--- src/rtl/chip8_mem_arbiter.sv ---
// CHIP-8 main-memory arbiter: loader-only BOOT, then round-robin fetch/data RUN with burst locking.
// Optional write protection of the interpreter area (< 0x200) when CHIP8_ARB_WPROT_EN is defined.

// state   | meaning
// ST_BOOT | only the ROM loader (req bit0) may reach memory
// ST_RUN  | fetch (bit1) and data (bit2) arbitrate; loader ignored until reset
module chip8_mem_arbiter #(
   parameter int ADDR_W   = 12,
   parameter int DATA_W   = 8,
   parameter int MAX_LOCK = 16
) (
   input  logic                  clk_in,
   input  logic                  rst_in_n,
   input  logic                  boot_done_in,
   input  logic [2:0]            req_in,
   input  logic [2:0]            lock_in,
   input  logic [2:0]            we_in,
   input  logic [3*ADDR_W-1:0]   addr_in,
   input  logic [3*DATA_W-1:0]   wdata_in,
   output logic [2:0]            gnt_out,
   output logic [2:0]            rvalid_out,
   output logic [DATA_W-1:0]     rdata_out,
   output logic                  mem_en_out,
   output logic                  mem_we_out,
   output logic [ADDR_W-1:0]     mem_addr_out,
   output logic [DATA_W-1:0]     mem_wdata_out,
   input  logic [DATA_W-1:0]     mem_rdata_in,
`ifdef CHIP8_ARB_WPROT_EN
   output logic                  wprot_err_out,
`endif
   output logic                  run_out
);

   typedef enum logic {ST_BOOT, ST_RUN} state_t;
   typedef enum logic [1:0] {OWN_NONE, OWN_FETCH, OWN_DATA} owner_t;

   state_t            state_q, state_d;
   owner_t            owner_q, owner_d;
   logic              rr_q, rr_d;
   logic [7:0]        lock_cnt_q, lock_cnt_d;
   logic [8:0]        cnt_inc;
   logic [2:0]        rvalid_q, rvalid_d;

   logic              sel_we;
   logic [ADDR_W-1:0] sel_addr;
   logic [DATA_W-1:0] sel_wdata;
   logic              wr_block;

   // The loader never runs in RUN, so its lock request has no effect.
   logic unused_lock0;
   assign unused_lock0 = lock_in[0];

   // rr_q = 1 means data won last; reset value makes fetch win the first tie.
   always_comb begin
      gnt_out = 3'b000;
      if (state_q == ST_RUN) begin
         case (owner_q)
            OWN_FETCH: gnt_out[1] = req_in[1];
            OWN_DATA:  gnt_out[2] = req_in[2];
            default: begin
               if (req_in[1] && req_in[2]) begin
                  if (rr_q) gnt_out[1] = 1'b1;
                  else      gnt_out[2] = 1'b1;
               end else begin
                  gnt_out[1] = req_in[1];
                  gnt_out[2] = req_in[2];
               end
            end
         endcase
      end else begin
         gnt_out[0] = req_in[0];
      end
   end

   always_comb begin
      sel_we    = 1'b0;
      sel_addr  = '0;
      sel_wdata = '0;
      for (int k = 0; k < 3; k++) begin
         if (gnt_out[k]) begin
            sel_we    = we_in[k];
            sel_addr  = addr_in[k*ADDR_W +: ADDR_W];
            sel_wdata = wdata_in[k*DATA_W +: DATA_W];
         end
      end
   end

`ifdef CHIP8_ARB_WPROT_EN
   localparam logic [ADDR_W-1:0] PROT_LIMIT = ADDR_W'(512);
   // Blocked writes still get gnt so the requester does not stall forever.
   assign wr_block = (state_q == ST_RUN) && sel_we &&
                     (gnt_out[1] || (gnt_out[2] && (sel_addr < PROT_LIMIT)));
`else
   assign wr_block = 1'b0;
`endif

   assign mem_en_out    = (|gnt_out) & ~wr_block;
   assign mem_we_out    = sel_we & ~wr_block;
   assign mem_addr_out  = sel_addr;
   assign mem_wdata_out = sel_wdata;
   assign rdata_out     = mem_rdata_in;
   assign rvalid_out    = rvalid_q;
   assign run_out       = (state_q == ST_RUN);

   always_comb begin
      state_d    = state_q;
      rr_d       = rr_q;
      owner_d    = owner_q;
      lock_cnt_d = lock_cnt_q;
      rvalid_d   = gnt_out & ~we_in;
      cnt_inc    = {1'b0, lock_cnt_q} + 9'd1;
      if (state_q == ST_BOOT) begin
         if (boot_done_in) state_d = ST_RUN;
      end else if (gnt_out[2:1] != 2'b00) begin
         rr_d = gnt_out[2];
         if ((lock_in[2:1] & gnt_out[2:1]) != 2'b00) begin
            if (cnt_inc >= 9'(MAX_LOCK)) begin
               owner_d    = OWN_NONE;
               lock_cnt_d = 8'd0;
            end else begin
               owner_d    = gnt_out[2] ? OWN_DATA : OWN_FETCH;
               lock_cnt_d = cnt_inc[7:0];
            end
         end else begin
            owner_d    = OWN_NONE;
            lock_cnt_d = 8'd0;
         end
      end else if (owner_q != OWN_NONE) begin
         // Owner dropped its request: nobody is granted this cycle, lock ends.
         owner_d    = OWN_NONE;
         lock_cnt_d = 8'd0;
      end
   end

`ifdef CHIP8_ARB_WPROT_EN
   logic wprot_err_q, wprot_err_d;
   assign wprot_err_d   = wprot_err_q | wr_block;
   assign wprot_err_out = wprot_err_q;
`endif

   always_ff @(posedge clk_in or negedge rst_in_n) begin
      if (!rst_in_n) begin
         state_q     <= ST_BOOT;
         owner_q     <= OWN_NONE;
         rr_q        <= 1'b1;
         lock_cnt_q  <= 8'd0;
         rvalid_q    <= 3'b000;
`ifdef CHIP8_ARB_WPROT_EN
         wprot_err_q <= 1'b0;
`endif
      end else begin
         state_q     <= state_d;
         owner_q     <= owner_d;
         rr_q        <= rr_d;
         lock_cnt_q  <= lock_cnt_d;
         rvalid_q    <= rvalid_d;
`ifdef CHIP8_ARB_WPROT_EN
         wprot_err_q <= wprot_err_d;
`endif
      end
   end

endmodule
--- config.mk ---
export PLATFORM = sky130hd
export DESIGN_NAME = chip8_mem_arbiter
export DESIGN_NICKNAME = d
export VERILOG_FILES = /design/src/rtl/chip8_mem_arbiter.sv
export SDC_FILE = /design/constraint.sdc
export NUM_CORES = 1
export LEC_CHECK = 0
export CORE_ASPECT_RATIO = 1.5
export CORE_MARGIN = 5
export CORE_UTILIZATION = 30
export CTS_CLUSTER_DIAMETER = 120
export DETAILED_ROUTE_END_ITERATION = 7
export GPL_TIMING_DRIVEN = 0
export HOLD_SLACK_MARGIN = 0.06
export PLACE_DENSITY = 0.81
export SLEW_MARGIN = 20
export SYNTH_ARGS = -nofsm -noshare
export SYNTH_HDL_FRONTEND = slang
export SYNTH_SLANG_ARGS = --single-unit
--- constraint.sdc ---
create_clock -name clk_in -period 2.9 [get_ports clk_in]
set_clock_uncertainty 0.05 [all_clocks]
set_input_delay 0.725 -clock clk_in [delete_from_list [all_inputs] [get_ports clk_in]]
set_output_delay 0.725 -clock clk_in [all_outputs]
set_load 0.1 [all_outputs]
## Word-level counts from Yosys, hierarchy flattened

Cells that the tools add are included.

| word-level totals | value |
|---|---|
| logic and storage cells | 47 |
| output and inout bits | 37 |
| input port bits | 80 |
| register bits after elaboration | 15 |

| cells by class | value |
|---|---|
| $lt $le $gt $ge | 1 |
| bitwise operators | 3 |
| reduce and logical (&&, ||, !) cells | 8 |
| equal/unequal tests | 2 |
| mux-type cells | 27 |
| add/sub/neg operators | 1 |

Operators with widths:

| cell | count |
|---|---|
| $mux 8 | 7 |
| $mux 12 | 3 |
| $mux 2 | 7 |
| $add 8x1->9 const B | 1 |
| $ge 9x5->1 const B | 1 |
| $mux 1 | 8 |
| $reduce_bool 2->1 | 4 |
| $pmux 1 s2 | 2 |
| $reduce_and 2->1 | 2 |
| $and 3x3->3 | 1 |
| $not 3->3 | 1 |
| $reduce_or 3->1 | 1 |
| $and 2x2->2 | 1 |
| $eq 2x1->1 const B | 1 |
| $eq 2x2->1 const B | 1 |
| $logic_and 1x1->1 | 1 |

## Depth between registers and ports, before layout

Gate-level depths: netlist (run 1).

| depth | value |
|---|---|
| depth after elaboration | 8 |
| depth in mapped cells | 7 |
| depth with buffers taken out | 7 |

## Worst setup path before layout (run 1)

OpenSTA, ideal clock, no wires.

| timing | value |
|---|---|
| path kind | register to output |
| start | register state_q, in the netlist run_out |
| end | output port mem_addr_out[10] |
| path buffers | 2 |
| required time | 2,125 ps |
| cell stages (with the launch flop) | 6 |
| arrival time | 4,518 ps |
| slack | -2,393 ps |
| cell sequence | dfrtp_1 nor2b_1 clkbuf_1 clkbuf_1 a22oi_1 o21ai_0 |

| on the way | value |
|---|---|
| cells in the longest elaborated chain, start to end | 4 |
| elaborated cells on any way between the ends | 5 |
| those cells by class | mux (5) |

RTL lines:

| item | line | text |
|---|---|---|
| from (decl) | 37 | `state_t state_q, state_d;` |
| from (signal assigned) | 152 | `state_q <= state_d;` |
| $mux 1 | 56 | `if (state_q == ST_RUN) begin` |
| named net gnt_out[0] | 20 | `output logic [2:0] gnt_out,` |
| $mux 12 (3 in series) | 80 | `if (gnt_out[k]) begin` |
| to (decl) | 25 | `output logic [ADDR_W-1:0] mem_addr_out,` |

The timed path passes the listed nets, and every way through them passes these cells.

## Worst setup path after layout (run 1)

| timing | value |
|---|---|
| start | input port req_in[0] |
| end | output port mem_addr_out[9] |

| on the way | value |
|---|---|
| cells in the longest elaborated chain, start to end | 4 |

RTL lines:

| item | line | text |
|---|---|---|
| from (decl) | 15 | `input logic [2:0] req_in,` |
| $mux 1 | 56 |  |
| $mux 12 (3 in series) | 80 |  |

Every way passes these cells.

==> results of run 1 <==
[cell type report]
| cell class | count | area (um^2) |
|---|---|---|
| Timing Repair Buffer | 127 | 1474 |
| Multi-Input combinational cell | 112 | 1071 |
| Fill cell | 187 | 684.4 |
| Sequential cell | 15 | 380.4 |
| Buffer | 17 | 192.7 |
| Tap cell | 45 | 56.30 |
| Clock buffer | 3 | 41.29 |
| Inverter | 5 | 18.77 |
| Clock inverter | 1 | 5.005 |
[cells in the mapped netlist, types with 2 or more instances]
| cell type | n | area, um^2 |
|---|---|---|
| nand2_1 | 27 | 101.4 |
| buf_2 | 2 | 10.01 |
| inv_1 | 5 | 18.77 |
| clkbuf_1 | 7 | 26.28 |
| nor2_1 | 3 | 11.26 |
| nor2b_1 | 4 | 25.02 |
| a22oi_1 | 20 | 150.1 |
| and2_1 | 4 | 25.02 |
| ha_1 | 5 | 62.56 |
| buf_4 | 8 | 60.06 |
| o21ai_0 | 24 | 120.1 |
| nand3_1 | 3 | 15.01 |
| dfrtp_1 | 14 | 350.3 |
[cells by family after synthesis]
kind of cell / count (synthesis)
AOI/OAI and AO/OA: 56
xor gates and xnor gates: 1
adders and majority gates: 5
buffers and inverters: 22
DFF: 15
muxes: 1
and+or+nand+nor: 48
[repair_timing]
item	CTS	global route
gates resized for setup	231	23
endpoints found under the setup margin	25	23
pin swaps	4	16
buffers inserted	13	3
gates cloned	5	0
[flip-flops by register name (all words and copies together), names as in the netlist]
name,count
lock_cnt_q,8
run_out,1
owner_q,2
rr_q,1
rvalid_out,3
[how the worst max path moves through the flow]
| stage | from | end | slack (ps) | cells after the start |
|---|---|---|---|---|
| finish | req_in[0] | mem_addr_out[9] | -40 | 7 |
| global placement | req_in[1] | mem_wdata_out[6] | -1520 | 7 |
| CTS | owner_q[0] | mem_wdata_out[4] | 2 | 9 |
| global route | owner_q[0] | mem_addr_out[8] | -100 | 9 |
| floorplan | req_in[1] | mem_wdata_out[0] | -80 | 4 |
| detailed placement | req_in[1] | mem_addr_out[11] | -1520 | 7 |
[worst max-delay path: cells and delay by family]
| kind | cells | cell delay [ps] |
|---|---|---|
| AO/OA/AOI/OAI | 2 | 300 |
| buffers and inverters | 4 | 980 |
| AND/OR/NAND/NOR | 1 | 150 |
[through the flow]
| step | std cells | total power, uW | setup WS, ps |
|---|---|---|---|
| 5_1_grt | 325 | 4040 | -96.49 |
| 2_1_floorplan | 148 | 2292 | -83.44 |
| 4_1_cts | 322 | 3677 | 1.616 |
| 6_report | 325 | 3924 | -41.88 |
| 3_5_place_dp | 300 | 2854 | -1517 |
| 3_3_place_gp | 300 | 2834 | -1516 |
[routing by layer]
metal	up-vias	share of wire (%)	global-route usage (%)
met5	-	0	0
met4	0	2.9	4.826
met3	14	9.7	8.850
met2	100	55	44.23
met1	862	32	21.15
li1	789	-	-
[power by group through the flow]
stage	Combinational [uW]	Sequential (uW)	Clock (uW)
finish	3460	290	174
global route	3570	295	178
CTS	3220	284	169
detailed placement	2570	289	0
global placement	2550	288	0
floorplan	1960	336	0
==> impl_metrics.csv, run 1 <==
group,metric,value,unit
synth,synth-simple-area-share,19.13,%
pwr,seqPwrFrac,7.4,%
clock_network,cts_sinks,15,
sta,relSlewSlack,33.51,%
global_route,grt_pass1_wl,9.142,mm
layout,fin_area,3239,um^2
pwr,p_leak,0.001313,uW
critical_path,cp_slowest_cell,"clkdlybuf4s50_1",
synth,synth-xor-area-share,0.7277,%
clock_network,root_buffer,"clkbuf_8",
floorplanning,ios,117,
outcome,status,"complete, but fails checks",
clock_network,clock_latency,260,ps
critical_path,reg2regPathDepth,8,
critical_path,critPathLaunchType,"input port",
sta,min_period_over_period,101.4,%
layout,final_util,82.56,%
placed_design,place_area,2624,um^2
layout,layout.cells.most_common_list,"clkdlybuf4s50_1, buf_12, nand2_1",
synth,ys_warn_count,0,
global_route,grt_use_total,22.70,%
critical_path,cp.arrival,2170,ps
synth,async_flop_share,100.0,%
critical_path,reg2reg_from,"owner_q[0]",
floorplanning,start_util,30.68,%
synth,syn_nets,233,
clock_network,cts-htree-levels,1,
sta,setup_slack,-41.88,ps
sta,slew_viol_final,0,
pwr,switchingPower,2260,uW
layout,final_common_cell,"clkdlybuf4s50_1",
floorplanning,die_y,87.58,um
detailed_routing,drc_errors,0,
clock_network,numCtsBuffers,3,
pwr,p_int,1665,uW
layout,areaGrowthSynthToFinish,169.1,%
worst_hold_path,hold_path_startpoint,"rr_q",
pwr,ir_drop,0.9322,mV
placed_design,io_buffers,107,
pwr,clkPwrFrac,4.4,%
critical_path,path_max_fanout,10,
sta,fin_setup_tns,-167.5,ps
synth,synthMuxAreaShare,0.8316,%
pwr,power_density,1211,nW/um^2
global_route,grt_pass1_vias,1921,
critical_path,rrSetupSlack,600,ps
global_route,grt-ovfl-total,0,
detailed_routing,drt-initial-drc-count,56,
critical_path,cp_data_required_time,2120,ps
floorplanning,core,3924,um^2
synth,syn_avg_cell_area,8.133,um^2
synth,synth_edf_count,0,
synth,syn_inst,148,
placed_design,dp_hpwl,4.234,mm
detailed_routing,viasPerCell,5.431,
detailed_routing,routedWlPerCell,21.58,um
detailed_routing,drtAntennaViolNets,0,
synth,synth_seq_cells,15,
sta,worst_pin_slew,994.2,ps
sta,holdWs,459.8,ps
critical_path,reg2reg_to,"owner_q[0]",
sta,max_freq,339.9,MHz
synth,synth_compound_area_share,33.26,%
synth,synth.distinct_cells,35,
sta,finalHoldViolations,0,
global_route,grt_max_degree,16,
sta,fin_crit,2942,ps
outcome,violations,"negative setup slack",
detailed_routing,drtPass1Iterations,4,
global_route,antenna_found_initial,0,
critical_path,max_stage_delay,440,ps
detailed_routing,dr_total_vias,1765,
clock_network,clock_path_buffers,2,
worst_hold_path,hold_depth,2,
layout,final_nets,366,
sta,setup_viol,9,
layout,antennaDiodeCount,0,
floorplanning,rows,28,
critical_path,worstPathCellList,"clkdlybuf4s50_1, nor2b_1, buf_4, clkbuf_8, a22oi_1, o21ai_4, buf_12",
synth,syn-cell-area,1204,um^2
synth,synth-adder-area-share,5.198,%
placed_design,gp_congestion,0.7720,
floorplanning,die_area,5405,um^2
synth,synth_top_family_by_area,"compound AO/OA/AOI/OAI gates",
floorplanning,die-width,61.72,um
job,maxCapViolations,0,
worst_hold_path,hold_path_class,"flop to flop",
synth,synth_ff_type,"dfrtp_1",
pwr,p_comb_share,88.2,%
clock_network,clk_transition_reported_paths,60,ps
clock_network,hold_buffers,0,
sta,rsz0062_at_grt,"true",
pwr,swShare,57.58,%
detailed_routing,drt_wl_total,7.012,mm
critical_path,crit_type,"input port to output pin",
clock_network,cts_tree,"yes",
synth,yosysSeqAreaShare,31.29,%
critical_path,endpoint_kind,"output pin",
layout,drive_gt1_share,42.50,%
worst_hold_path,holdPathEnd,"rr_q",
Power figures use the tool's default switching activity.
==> run 2, diff against run 1 <==
Settings changed: GPL_ROUTABILITY_DRIVEN set to 0, REMOVE_ABC_BUFFERS set to 1.
==> run 2 against run 1 <==
  * Combinational power is 24% lower
  * Register-to-register slack better by 80 ps
  * Count of clock-buffer cells in the layout is 1 higher
  * Core utilization is 18 points lower
  * The run now ends clean
  * Hold slack worse by 16 ps
  * Maximum frequency is 2.1% higher
  * Highest routed layer unchanged
  * Clock power is 2% lower
  * Flip-flop and latch count stayed put
  * Final cell count is 8.9% lower
==> impl_metrics.csv, run 2 (synthesis results as in run 1) <==
group,metric,value,unit
outcome,status,"completed",
layout,areaGrowthSynthToFinish,111.5,%
global_route,grt_max_degree,21,
worst_hold_path,hold_depth,2,
clock_network,clk_transition_reported_paths,60,ps
layout,largest_register_ffs,8,
floorplanning,die_area,5405,um^2
sta,min_period_over_period,99.36,%
layout,final_common_cell,"clkdlybuf4s50_1",
detailed_routing,drc_errors,0,
clock_network,clock_latency,250,ps
critical_path,reg2regPathDepth,9,
critical_path,cp_data_required_time,2120,ps
worst_hold_path,hold_path_class,"flop to flop",
clock_network,cts-htree-levels,1,
critical_path,endpoint_kind,"output pin",
detailed_routing,viasPerCell,5.213,
layout,multiInputGateArea,804.5,um^2
layout,final_nets,337,
placed_design,io_buffers,99,
layout,drive_gt1_share,27.89,%
worst_hold_path,holdPathEnd,"rr_q",
clock_network,clock_path_buffers,2,
sta,relSlewSlack,35.12,%
detailed_routing,drt-initial-drc-count,29,
clock_network,cts_tree,"yes",
floorplanning,core,3924,um^2
placed_design,dp_slack,-1323,ps
worst_hold_path,hold_path_startpoint,"rr_q",
layout,seq_area,376.6,um^2
sta,slew_viol_final,0,
placed_design,dp_hpwl,3.611,mm
global_route,grt-ovfl-total,0,
pwr,ir_drop,1.131,mV
job,maxCapViolations,0,
detailed_routing,drtAntennaViolNets,0,
sta,rsz0062_at_grt,"true",
floorplanning,rows,28,
critical_path,crit_type,"flop to output pin",
layout,top_register,"lock_cnt_q",
placed_design,place_area,2222,um^2
global_route,grt_pass1_vias,1681,
sta,setup_viol,0,
sta,finalHoldViolations,0,
floorplanning,die_y,87.58,um
detailed_routing,routedWlPerCell,16.96,um
sta,worst_pin_slew,970.2,ps
critical_path,reg2reg_to,"lock_cnt_q[2]",
floorplanning,start_util,30.68,%
clock_network,numCtsBuffers,3,
clock_network,root_buffer,"clkbuf_8",
critical_path,reg2reg_from,"owner_q[1]",
critical_path,cp.arrival,2110,ps
clock_network,cts_sinks,15,
sta,holdWs,443.4,ps
pwr,p_leak,0.001060,uW
detailed_routing,drt_wl_total,5.020,mm
critical_path,path_max_fanout,8,
detailed_routing,dr_total_vias,1543,
floorplanning,die-width,61.72,um
layout,antennaDiodeCount,0,
pwr,power_density,1216,nW/um^2
global_route,grt_pass1_wl,7.810,mm
sta,max_freq,347.0,MHz
layout,fin_area,2546,um^2
floorplanning,ios,117,
sta,setup_slack,18.55,ps
critical_path,rrSetupSlack,680,ps
sta,fin_crit,2881,ps
critical_path,critPathLaunchType,"flop",
layout,num-fill-cells,309,
layout,layout.cells.most_common_list,"clkdlybuf4s50_1, nand2_1, buf_6",
detailed_routing,drtPass1Iterations,4,
global_route,grt_use_total,19.03,%
global_route,antenna_found_initial,0,
## run 2: cell types whose count changed in the layout (fill, tap and decap cells not counted), sizes merged
cell,delta
clkdlybuf4s50,-8
buf,-11
clkinv,-1
clkbuf,-8
a21oi,-1
## run 2: repair_timing
item,in CTS,in global routing
resized for setup,226,22
buffers inserted,7,3
setup endpoints to repair,25,22
cloned,5,0
hold buffers,0,0
pin swaps,3,12
## run 2: how the worst max path moves through the flow
stage                          start               end  cells after the start
final                     owner_q[1]  mem_wdata_out[6]                      9
after global routing      owner_q[1]  mem_wdata_out[4]                      9
after CTS                 owner_q[1]  mem_addr_out[10]                      9
after detailed placement   req_in[1]  mem_addr_out[10]                      7
after global placement     req_in[1]  mem_wdata_out[5]                      6
after floorplan              run_out   mem_addr_out[0]                      4
## run 2: power by group
| part | total [uW] | switching (uW) | leakage, uW | internal (uW) |
|---|---|---|---|---|
| combinational | 2640 | 1780 | 0.000841 | 858 |
| clock | 170 | 72.3 | 0.0000228 | 97.4 |
| sequential | 285 | 31.8 | 0.000197 | 253 |
## run 2: area by class of cell
class	instances	area share, %
clock buffers	4	1.769
inverters	5	0.7371
multi-input cells	111	31.60
flip-flops and latches	15	14.79
well taps	45	2.211
repair buffers	116	48.89
## run 2: stage by stage
stage                     power [uW]  instances  utilization, %  TNS [ps]
after global routing            3223        296           64.89    -332.2
final                           3097        296           64.89         0
after floorplan                 1888        131               -    -90720
after detailed placement        2498        278           56.63    -29530
after CTS                       3031        294           62.82         0
after global placement          2403        275           54.91    -57990
## run 2: metal layers
| metal | share of wire (%) | GRT usage (%) | wire length, um |
|---|---|---|---|
| met3 | 14 | 10.32 | 694 |
| met4 | 0.74 | 5.019 | 37 |
| met2 | 50 | 31.27 | 2524 |
| met5 | 0 | 0 | 0 |
| met1 | 35 | 21.01 | 1764 |
## run 2: worst max-delay path, stage by stage, from the launching register on
cell and delay, ps:
dfrtp_1 410, inv_2 100, ha_4 220, nor2b_4 140, a211oi_4 190, buf_12 170
buf_8 120, a22oi_1 80, o21ai_1 180, buf_6 260
==> run 3, diff against run 2 <==
Settings changed: CORE_UTILIZATION 30 to 27, PLACE_DENSITY 0.81 to 0.77.
Clock period 2.9 ns to 2.5 ns, I/O delays scaled along.
==> run 3 against run 2 <==
  * The flow now finishes with violations (negative setup slack)
  * Core utilization shrank 1.0 points
  * Hold slack gained 17 ps
  * Die area up 9.5%
  * Critical path type unchanged
  * Power up 26%
  * Via count up 0.52%
  * Sequential power up 15%
  * Wire length rose by 5.0%
  * Final cell count grew 2.4%
  * Non-clock buffer count is 6 higher
==> impl_metrics.csv, run 3 (synthesis results as in run 1) <==
group,metric,value,unit
sta,worst_pin_slew,1008,ps
detailed_routing,drtPass1Iterations,4,
sta,rsz0062_at_grt,"true",
sta,max_freq,354.1,MHz
layout,largest_register_ffs,8,
sta,fin_crit,2824,ps
detailed_routing,dr_total_vias,1551,
layout,final_common_cell,"clkdlybuf4s50_1",
placed_design,dp_slack,-1593,ps
layout,layout.cells.most_common_list,"clkdlybuf4s50_1, nand2_1, buf_6",
layout,stdcell_count,303,
global_route,grt_pass1_wl,7.659,mm
placed_design,dp_hpwl,3.683,mm
worst_hold_path,holdPathEnd,"rr_q",
layout,top_register,"lock_cnt_q",
critical_path,reg2reg_from,"owner_q[0]",
outcome,status,"complete, but fails checks",
global_route,grt-ovfl-total,0,
detailed_routing,drc_errors,0,
sta,setup_viol,24,
sta,slew_viol_final,0,
floorplanning,core,4282,um^2
worst_hold_path,hold_path_class,"flop to flop",
clock_network,clk_transition_reported_paths,60,ps
global_route,grt_max_degree,33,
worst_hold_path,hold_path_startpoint,"rr_q",
detailed_routing,drtAntennaViolNets,0,
critical_path,crit_type,"flop to output pin",
clock_network,clock_path_buffers,2,
sta,fin_setup_tns,-6157,ps
pwr,power_density,1426,nW/um^2
floorplanning,start_util,28.11,%
sta,finalHoldViolations,0,
pwr,p_leak,0.001141,uW
clock_network,cts-htree-levels,1,
placed_design,place_area,2231,um^2
critical_path,critPathLaunchType,"flop",
floorplanning,die_area,5921,um^2
clock_network,cts_tree,"yes",
clock_network,clock_latency,250,ps
floorplanning,die_y,91.78,um
clock_network,root_buffer,"clkbuf_8",
job,maxCapViolations,0,
sta,min_period_over_period,113.0,%
global_route,grt_pass1_vias,1667,
worst_hold_path,hold_depth,2,
critical_path,cp.arrival,2150,ps
layout,final_nets,343,
critical_path,rrSetupSlack,70,ps
floorplanning,ios,117,
clock_network,cts_sinks,15,
layout,fin_area,2734,um^2
sta,relSlewSlack,33.08,%
critical_path,reg2reg_to,"lock_cnt_q[2]",
placed_design,io_buffers,99,
detailed_routing,drt-initial-drc-count,19,
sta,holdWs,460.7,ps
floorplanning,rows,29,
placed_design,dp.cells,279,
layout,antennaDiodeCount,0,
layout,drive_gt1_share,33.85,%
pwr,ir_drop,1.117,mV
detailed_routing,viasPerCell,5.119,
outcome,violations,"negative setup slack",
critical_path,endpoint_kind,"output pin",
critical_path,reg2regPathDepth,11,
layout,areaGrowthSynthToFinish,127.1,%
detailed_routing,routedWlPerCell,17.40,um
global_route,antenna_found_initial,0,
detailed_routing,drt_wl_total,5.272,mm
clock_network,numCtsBuffers,3,
global_route,grt_use_total,16.74,%
critical_path,path_max_fanout,5,
sta,setup_slack,-324.2,ps
floorplanning,die-width,64.52,um
critical_path,cp_data_required_time,1820,ps
[run 3: cell count changes in the layout (fill, tap and decap cells not counted), moves of 2 or more]
cell     before  now
o21ai_1      18   13
buf_8         3    1
a22oi_2       4    8
o21ai_2       1    7
buf_12        3   10
buf_6        24   22
a22oi_1      16   12
buf_4         6   10
[run 3: routing by layer]
metal | up-vias | wire (um) | GRT usage, %
li1 | 745 | - | -
met5 | - | 0 | 0
met3 | 12 | 701 | 9.780
met4 | 0 | 144 | 6.878
met1 | 690 | 1632 | 13.94
met2 | 104 | 2794 | 31.29
[run 3: layout make-up]
| class | count | area, um^2 |
|---|---|---|
| fill | 342 | 1548 |
| timing repair buffer | 122 | 1388 |
| multi-input combinational | 111 | 847.1 |
| sequential | 15 | 376.6 |
| tap | 46 | 57.56 |
| clock buffer | 3 | 41.29 |
| inverter | 5 | 18.77 |
| clock inverter | 1 | 5.005 |
[run 3: worst max-delay path, cell delays in order, from the launching register on]
cell      delay, ps
dfrtp_1         400
inv_2            90
ha_4            210
nor2b_4         130
a211oi_4        230
buf_6           200
buf_6           120
a22oi_2          80
o21ai_2         220
buf_12          210
[run 3: repair_timing]
item	CTS	global route
gates cloned	3	1
hold buffers	0	0
endpoints found under the setup margin	26	24
buffers inserted	13	3
pin swaps	9	19
resized for setup	245	28
[run 3: how the worst max path moves through the flow]
stage	endpoint	start	slack [ps]
after floorplan	mem_addr_out[0]	run_out	-3850
after global placement	mem_addr_out[5]	req_in[1]	-2420
after detailed placement	mem_addr_out[10]	req_in[1]	-1590
after CTS	mem_addr_out[10]	owner_q[0]	-310
after global routing	mem_addr_out[6]	owner_q[0]	-390
final	mem_addr_out[7]	owner_q[0]	-320
[run 3: metrics by stage]
step,utilization (%),power (uW)
detailed placement,52.10,2901
global placement,50.35,2789
floorplan,-,2190
global route,63.85,4050
finish,63.85,3898
CTS,59.91,3657
[run 3: power by group]
group / leakage (uW) / switching (uW) / internal, uW
registers: 0.000197 / 35.5 / 294
clock network: 0.0000255 / 91.3 / 111
logic: 0.000918 / 2130 / 1230
